<file path="config.mk">
export PLATFORM = sky130hd
export DESIGN_NAME = ras
export DESIGN_NICKNAME = d
export VERILOG_FILES = /design/src/rtl/core_types_pkg.sv /design/src/rtl/ras.sv
export SDC_FILE = /design/constraint.sdc
export NUM_CORES = 1
export LEC_CHECK = 0
export ABC_AREA = 1
export CELL_PAD_IN_SITES_DETAIL_PLACEMENT = 0
export CELL_PAD_IN_SITES_GLOBAL_PLACEMENT = 2
export CORE_MARGIN = 1
export CORE_UTILIZATION = 35
export DETAILED_ROUTE_END_ITERATION = 8
export GPL_ROUTABILITY_DRIVEN = 0
export PLACE_DENSITY = 0.86
export SYNTH_ARGS = -nofsm -noshare
export SYNTH_HDL_FRONTEND = slang
export SYNTH_SLANG_ARGS = --single-unit
</file>
<file path="constraint.sdc">
create_clock -name CLK -period 4.3 [get_ports CLK]
set_clock_uncertainty 0.15 [all_clocks]
set_input_delay 0.86 -clock CLK [delete_from_list [all_inputs] [get_ports CLK]]
set_output_delay 0.86 -clock CLK [all_outputs]
set_load 0.05 [all_outputs]
</file>
<file path="src/rtl/core_types_pkg.sv">
// Shared fetch-predictor parameters (return address stack sizing and reset fill value).
package core_types_pkg;

  localparam int unsigned RAS_ENTRIES      = 8;
  localparam int unsigned RAS_INDEX_WIDTH  = $clog2(RAS_ENTRIES);
  localparam int unsigned RAS_TARGET_WIDTH = 31;
  localparam logic [31:0] INIT_PC          = 32'h8000_0000;

  // Entries store PC[31:1]; the halfword bit is implied.
  localparam logic [RAS_TARGET_WIDTH-1:0] RAS_INIT_TARGET = INIT_PC[31:1];

endpackage

</file>
<file path="src/rtl/ras.sv">
// Return address stack: push on predicted call, pop on predicted return,
// (index, count) checkpoint exported each cycle and restorable on mispredict.
module ras
  import core_types_pkg::*;
(
  input  logic                        CLK,
  input  logic                        RST,
  input  logic                        link_valid,
  input  logic [RAS_TARGET_WIDTH-1:0] link_target,
  input  logic                        ret_valid,
  output logic [RAS_TARGET_WIDTH-1:0] ras_target,
  output logic [RAS_INDEX_WIDTH-1:0]  ras_index,
  output logic [RAS_INDEX_WIDTH:0]    ras_count,
  input  logic                        update_valid,
  input  logic [RAS_INDEX_WIDTH-1:0]  update_ras_index,
  input  logic [RAS_INDEX_WIDTH:0]    update_ras_count
);

  localparam logic [RAS_INDEX_WIDTH:0] CountMax = (RAS_INDEX_WIDTH+1)'(RAS_ENTRIES);

  logic [RAS_TARGET_WIDTH-1:0] stack_q [RAS_ENTRIES];
  logic [RAS_INDEX_WIDTH-1:0]  ptr_q, ptr_d;
  logic [RAS_INDEX_WIDTH:0]    count_q, count_d;
  logic                        wr_en;
  logic [RAS_INDEX_WIDTH-1:0]  wr_idx;

  always_comb begin
    ptr_d   = ptr_q;
    count_d = count_q;
    wr_en   = 1'b0;
    wr_idx  = ptr_q;
    if (update_valid) begin
      ptr_d   = update_ras_index;
      count_d = (update_ras_count > CountMax) ? CountMax : update_ras_count;
    end else if (link_valid && ret_valid) begin
      // Pop then push collapses to overwriting the current top in place.
      wr_en = 1'b1;
    end else if (link_valid) begin
      ptr_d   = ptr_q + 1'b1;
      wr_en   = 1'b1;
      wr_idx  = ptr_q + 1'b1;
      count_d = (count_q == CountMax) ? CountMax : count_q + 1'b1;
    end else if (ret_valid) begin
      ptr_d   = ptr_q - 1'b1;
      count_d = (count_q == '0) ? '0 : count_q - 1'b1;
    end
  end

  always_ff @(posedge CLK) begin
    if (RST) begin
      for (int unsigned i = 0; i < RAS_ENTRIES; i++) stack_q[i] <= RAS_INIT_TARGET;
      ptr_q   <= '0;
      count_q <= '0;
    end else begin
      if (wr_en) stack_q[wr_idx] <= link_target;
      ptr_q   <= ptr_d;
      count_q <= count_d;
    end
  end

  assign ras_target = stack_q[ptr_q];
  assign ras_index  = ptr_q;
  assign ras_count  = count_q;

endmodule
</file>
* Word level (Yosys, flattened, before mapping)
Memory sizes are Yosys's and may differ from the RTL's. A register that Yosys moved wholly into a read port is not among the register bits.
Cells that the tools add are included.
** Cells by class
- $add $sub $neg :: 4
- Order comparisons :: 1
- Equal/unequal tests :: 2
- Mux-type cells :: 27
- Reduce and logical (&&, ||, !) cells :: 5
** Operator list (count)
- $mux 31 :: 1
- $reduce_or 31->1 :: 1
- $mux 3 :: 10
- $mux 4 :: 7
- $mux 1 :: 9
- $add 4x1->4 const B :: 1
- $eq 4x4->1 const B :: 1
- $gt 4x4->1 const B :: 1
- $logic_not 4->1 :: 1
- $sub 4x1->4 const B :: 1
- $add 3x1->3 const B :: 1
- $reduce_bool 3->1 :: 1
- $sub 3x1->3 const B :: 1
- $ne 2x2->1 const B :: 1
- $reduce_and 2->1 :: 1
- $logic_and 1x1->1 :: 1
** Word-level totals
- Bits in registers :: 7
- Memory bits (writable) :: 248
- Memories kept :: 1
** Memories
- stack_q :: words 8, bits a word 31, rd ports 1, clocked after memory_dff 1, wr ports 8, RTL line ras.sv:21 : logic [RAS_TARGET_WIDTH-1:0] stack_q [RAS_ENTRIES];

* Longest topological paths before layout
Gate-level depths: netlist of run 1.
- Word-level depth :: 8
- Depth in mapped cells :: 9
- Depth with buffers taken out :: 9

* Worst setup path after synthesis of run 1
No wires, ideal clock.
- Path kind :: input to register
- Start point :: input port link_valid
- End point :: memory stack_q[6][0] (enable)
- Setup time :: 462 ps
- Data arrival time :: 3995 ps
- Required time :: 3688 ps
- Path slack :: -307 ps
- Cell stages on the path :: 6
- Buffers on the path :: 1
- Cell sequence :: inv_2 > ha_1 > o21ai_2 > nand2_1 > buf_2 > o21ai_0
** RTL lines
- start, declared :: RTL line ras.sv:8 : input logic link_valid,
- end, declared :: RTL line ras.sv:21

==> results of run 1 <==
==> path summary, 6_finish.rpt <==
| kind | startpoint | endpoint | slack [ps] |
|---|---|---|---|
| max reg2reg | ras_index[0]$_SDFFE_PP0P_ | stack_q[0][2]$_SDFFCE_PN0P_ | 1710 |
| min reg2reg | ras_index[0]$_SDFFE_PP0P_ | register | 480 |
| max | register | ras_target[29] | 770 |
| min | ras_index[0]$_SDFFE_PP0P_ | register | 480 |
==> power by group through the flow <==
stage	clock (mW)	sequential, mW	combinational, mW
detailed placement	0	2.96	1.11
finish	2.23	2.91	1.09
global placement	0	2.96	1.10
floorplan	0	2.97	0.720
global route	2.36	2.92	1.20
CTS	2.28	2.91	1.11
==> cells in the mapped netlist <==
cell | instances | area, um^2
o21ai_4 | 1 | 16.3
nor2_1 | 319 | 1200
nand2_2 | 2 | 12.5
xor2_1 | 1 | 8.76
nand3_1 | 12 | 60.1
clkbuf_1 | 37 | 139
nor3_1 | 61 | 305
o21ai_2 | 2 | 17.5
nand3_4 | 2 | 35.0
inv_2 | 3 | 11.3
nor3_2 | 60 | 601
a21oi_1 | 5 | 25.0
buf_2 | 29 | 145
nor2_2 | 2 | 12.5
buf_1 | 8 | 30.0
o21ai_0 | 189 | 946
inv_1 | 51 | 191
dfxtp_1 | 10 | 200
a31oi_1 | 2 | 12.5
nand4_1 | 4 | 25.0
buf_4 | 14 | 105
nand3_2 | 1 | 10.0
nand2_4 | 4 | 45.0
nand2_1 | 140 | 526
ha_1 | 6 | 75.1
mux2i_1 | 1 | 10.0
edfxtp_1 | 248 | 7450
o21ai_1 | 7 | 35.0
clkinv_2 | 1 | 5.00
nor2_8 | 2 | 40.0
o21a_1 | 1 | 7.51
xnor2_1 | 3 | 26.3
==> critical path: stages, from the launching register on <==
cell and delay [ps]:
dfxtp_4 450, clkinv_2 400, buf_4 390, o21ai_0 230, o21ai_0 110, nand2_1 60, nand2_1 100, buf_4 210
==> routing by layer <==
metal	part of all wire, %	vias up
li1	-	4301
met1	44	4333
met2	48	227
met3	6.0	49
met4	1.8	0
met5	0	-
==> cell type report <==
class / instances / share of cell area (%)
multi-input combinational: 827 / 28.4
inverter: 55 / 1.45
sequential: 258 / 53.0
tap: 455 / 3.94
timing repair buffer: 112 / 7.44
clock buffer: 36 / 5.20
clock inverter: 14 / 0.641
==> state kept, by name, indices dropped and copies added (netlist names), named ones only <==
| signal | flops |
|---|---|
| ras_count | 4 |
| ras_index | 3 |
| stack_q | 248 |
==> stage by stage <==
| stage | TNS (ps) | setup slack (ps) | instance area (um^2) |
|---|---|---|---|
| after global routing | 0 | 591 | 14500 |
| after global placement | 0 | 567 | 13600 |
| after CTS | 0 | 755 | 14500 |
| after detailed placement | 0 | 499 | 13600 |
| final | 0 | 771 | 14500 |
| after floorplan | -38120 | -307 | 12300 |
==> logic make-up after synthesis <==
| logic type | count (synthesis) | synth area share, % |
|---|---|---|
| AO/OA/AOI/OAI | 207 | 8.60 |
| XOR/XNOR | 4 | 0.284 |
| adder cells (fa/ha/maj) | 6 | 0.609 |
| buffers and inverters | 143 | 5.09 |
| flip-flops | 258 | 62.1 |
| multiplexers | 1 | 0.0812 |
| AND/OR/NAND/NOR | 609 | 23.3 |
==> qor.csv, run 1 <==
stage,metric,value,unit
layout,antenna_cells,0,
pwr,pwr-share-comb,17.5,%
pwr,clockPowerShare,35.8,%
layout,mostFrequentLayoutCell,nor2_1,
clock_tree,cts_hold_buf,0,
layout,layout_common_cells,"nor2_1, edfxtp_1, o21ai_0",
placement,dp.cells,1707,
clock_tree,cts_setup_buffers,0,
pwr,power.density,431,nW/um^2
grt,grt_antenna_before_repair,0,
grt,grt-ovfl-total,0,
clock_tree,cts_buffer_depth,3,
grt,grt_pass1_wl,49.7,mm
grt,first_global_vias,8775,
grt,grt_max_degree,71,
clock_tree,cts-root-buf,clkbuf_16,
layout,fill_cells,3316,
die,core.rowCount,68,
die,io-pin-count,81,
clock_tree,cts_tree,done,
timing,fin_crit_sh,82.1,%
critical_path,start_kind,register,
synth,syn_inst,1228,
routing,wl_per_cell,18.1,um
synth,ys_seq_area_share,62.1,%
pwr,p_sw,1.79,mW
timing,hold_viol_final,0,
timing,setup_viol,0,
layout,final_util,41.7,%
critical_path,reg2regPathDepth,6,
placement,dp_hpwl,18.5,mm
die,coreArea,34600,um^2
pwr,vdd_ir_drop_max,0.337,mV
pwr,power.leakage,5.36,nW
grt,use_met1,24.1,%
die,die_area,36000,um^2
synth,syn-num-nets,1277,
clock_tree,h-tree-depth,1,
die,die_height,190,um
grt,use_met2,29.8,%
clock_tree,post_cts_resized,0,
critical_path,end_kind,output pin,
synth,synth_seq_cells,258,
routing,ant_nets,0,
critical_path,crit_fanout,30,
pwr,switching_share,28.7,%
grt,gr-usage-all-layers,17.8,%
pwr,seqPwrFrac,46.7,%
synth,synth_area,12300,um^2
routing,dr.pass1.iters,5,
die,start_util,35.6,%
synth,synth_cell_types,32,
grt,use_met3,2.82,%
die,fp.dieW,190,um
timing,fmaxAchievable,283,MHz
timing,relSlewSlack,46.9,%
routing,drc_errors,0,
layout,multiInputGateArea,4100,um^2
routing,num_vias,8910,
critical_path,crit_required,3290,ps
layout,drive_gt1_share,14.3,%
timing,layout_min_cycle_time,3530,ps
placement,portBuffers,80,
routing,drt-total-wl,31.8,mm
clock_tree,insertion_delay,540,ps
synth,syn_area_per_cell,10.0,um^2
flow_run,max_cap_violations,0,
clock_tree,clk_pin_slew_worst_paths,50,ps
layout,finalNonFillerCells,1757,
timing,whs,476,ps
timing,rsz0062_at_grt,no,
pwr,fin_total_pwr,6.24,mW
routing,drtIter0Drc,733,
layout,final_nets,1332,
pwr,p_int,4.45,mW
grt,busiest_layer,met2,
min_path,hold_depth,2,
layout,ff_latch_area,7650,um^2
synth,yosys_warnings,0,
layout,syn_to_final_growth,17.3,%
run_status,outcome,completed,
routing,avgViaCountPerCell,5.07,
critical_path,setup.worst_path.class,register to output pin,
timing,tightest_slew,796,ps
min_path,hold_class,register to register,
clock_tree,cts.sinks,258,
critical_path,cp.arrival,2520,ps
timing,maxSlewViolCount,0,
clock_tree,numCtsBuffers,29,
Power figures use the tool's default switching activity.
==> run 2: changes to the inputs <==
Clock period 4.3 ns to 3.2 ns, I/O delays scaled along.
==> qor.csv, run 2 (same netlist as run 1, synthesis figures left out) <==
stage,metric,value,unit,change
timing,hold_viol_final,0,,unchanged
placement,dp.cells,1721,,+0.82%
min_path,hold_class,register to register,,
layout,largest_register_ffs,248,,unchanged
placement,portBuffers,80,,unchanged
layout,regMostFlops,stack_q,,
placement,dpl_cell_area,13800,um^2,+1.5%
clock_tree,numCtsBuffers,27,,-6.9%
critical_path,ff2ff_setup_slack,910,ps,-800 ps
critical_path,r2r-end,stack_q[6][10]$_SDFFCE_PN0P_,,
die,die_height,190,um,unchanged
routing,wl_per_cell,18.6,um,+3.0%
layout,drive_gt1_share,15.7,%,+1.4 points
clock_tree,h-tree-depth,1,,unchanged
routing,drc_errors,0,,unchanged
pwr,seqPwrFrac,45.6,%,-1.1 points
die,die_area,36000,um^2,unchanged
critical_path,start_kind,register,,
routing,drt-total-wl,33.1,mm,+4.0%
pwr,pwr-share-comb,18.0,%,+0.5 points
clock_tree,cts_buffer_depth,3,,unchanged
clock_tree,cts_tree,done,,
die,start_util,35.6,%,unchanged
routing,dr.pass1.iters,5,,unchanged
routing,drtIter0Drc,792,,+8.0%
layout,final_nets,1346,,+1.1%
pwr,vdd_ir_drop_max,0.390,mV,+16%
die,fp.dieW,190,um,unchanged
run_status,outcome,completed,,
critical_path,end_kind,output pin,,
placement,dp_hpwl,18.6,mm,+0.46%
critical_path,crit_required,2410,ps,-880 ps
die,coreArea,34600,um^2,unchanged
grt,grt-ovfl-total,0,,unchanged
grt,grt_pass1_wl,50.6,mm,+1.8%
timing,tightest_slew,532,ps,-264 ps
timing,relSlewSlack,64.5,%,+18 points
pwr,switching_share,29.0,%,+0.29 points
clock_tree,cts-root-buf,clkbuf_16,,
flow_run,max_cap_violations,0,,unchanged
timing,fmaxAchievable,331,MHz,
critical_path,r2r_start,ras_index[0]$_SDFFE_PP0P_,,
routing,num_vias,8964,,+0.61%
grt,grt_max_degree,125,,+76%
grt,grt_antenna_before_repair,1,,+1
critical_path,endpoint,ras_target[30],,
critical_path,crit_fanout,41,,+37%
critical_path,setup.worst_path.class,register to output pin,,
pwr,p_int,6.09,mW,+37%
pwr,clockPowerShare,36.3,%,+0.5 points
grt,gr-usage-all-layers,18.3,%,+0.56 points
layout,layout_common_cells,"nor2_1, edfxtp_1, o21ai_0",,
grt,first_global_vias,8843,,+0.77%
pwr,power.density,580,nW/um^2,+35%
clock_tree,cts.sinks,258,,unchanged
pwr,p_sw,2.48,mW,+39%
routing,ant_nets,0,,unchanged
layout,finalNonFillerCells,1773,,+0.91%
critical_path,cp.arrival,2230,ps,-290 ps
critical_path,reg2regPathDepth,6,,unchanged
pwr,fin_total_pwr,8.57,mW,+37%
clock_tree,clk_pin_slew_worst_paths,60,ps,about the same
die,io-pin-count,81,,unchanged
routing,avgViaCountPerCell,5.06,,-0.30%
layout,mostFrequentLayoutCell,nor2_1,,
layout,syn_to_final_growth,19.8,%,
timing,rsz0062_at_grt,no,,
timing,fin_crit_sh,94.3,%,
die,core.rowCount,68,,unchanged
pwr,power.leakage,5.51,nW,+2.7%
timing,layout_min_cycle_time,3020,ps,
layout,final_area,14800,um^2,+2.1%
clock_tree,insertion_delay,550,ps,about the same
timing,maxSlewViolCount,0,,unchanged
timing,setup_viol,0,,unchanged
run 2: cell types whose count changed in the layout (fill, tap and decap cells not counted), sizes merged:
cell | before | now
clkinvlp | 0 | 3
buf | 63 | 78
clkbuf | 36 | 29
bufinv | 1 | 3
diode | 0 | 1
clkinv | 14 | 16
run 2: area by class of cell:
type | count | area [um^2]
Sequential cell | 258 | 7650
Fill cell | 3255 | 19900
Multi-Input combinational cell | 827 | 4100
Inverter | 55 | 213
Timing Repair Buffer | 128 | 1340
Clock buffer | 28 | 679
Tap cell | 455 | 569
Clock inverter | 21 | 200
Antenna cell | 1 | 2.50
run 2: critical path: stages (launching register included):
cell     delay [ps]
dfxtp_4         580
buf_12          270
o21ai_0         110
o21ai_0         220
nand2_1          80
nand2_1         170
buf_4           240
run 2: repair_timing:
| item | in CTS | in global routing |
|---|---|---|
| setup buffers | 0 | 1 |
| resized for setup | 1 | 1 |
| endpoints found under the hold margin | 0 | 0 |
| hold buffers | 0 | 0 |
| gates cloned | 0 | 1 |
| endpoints found under the setup margin | 2 | 14 |
run 2: how the worst min path moves through the flow:
stage | slack [ps] | end | depth (start not counted) | start
3_3_place_gp | 440 | register | 2 | ras_index[0]$_SDFFE_PP0P_
3_5_place_dp | 450 | register | 2 | ras_index[0]$_SDFFE_PP0P_
4_1_cts | 470 | register | 2 | ras_index[0]$_SDFFE_PP0P_
6_report | 460 | register | 2 | ras_index[0]$_SDFFE_PP0P_
2_1_floorplan | 570 | register | 1 | RST
5_1_grt | 500 | register | 2 | ras_index[0]$_SDFFE_PP0P_
run 2: through the flow:
| step | hold slack, ps | TNS (ps) | setup slack [ps] | util, % |
|---|---|---|---|---|
| 2_1_floorplan | 568 | -57310 | -462 | - |
| 3_3_place_gp | 441 | 0 | 149 | 39.9 |
| 3_5_place_dp | 450 | 0 | 125 | 39.9 |
| 4_1_cts | 465 | 0 | 65.0 | 42.4 |
| 5_1_grt | 502 | 0 | 7.38 | 42.6 |
| 6_report | 458 | 0 | 182 | 42.6 |
run 2: layer usage:
layer,track usage (%),up-vias,part of all wire [%]
met1,25.0,4326,44
li1,-,4334,-
met5,0,-,0
met3,2.49,44,6.3
met4,4.53,0,1.6
met2,30.8,260,48
run 2: power by group through the flow:
stage | registers [mW] | clock network (mW) | logic (mW)
after CTS | 3.91 | 3.15 | 1.53
after global placement | 3.98 | 0 | 1.52
after detailed placement | 3.98 | 0 | 1.53
after global routing | 3.93 | 3.29 | 1.68
final | 3.91 | 3.11 | 1.55
after floorplan | 3.98 | 0 | 0.968
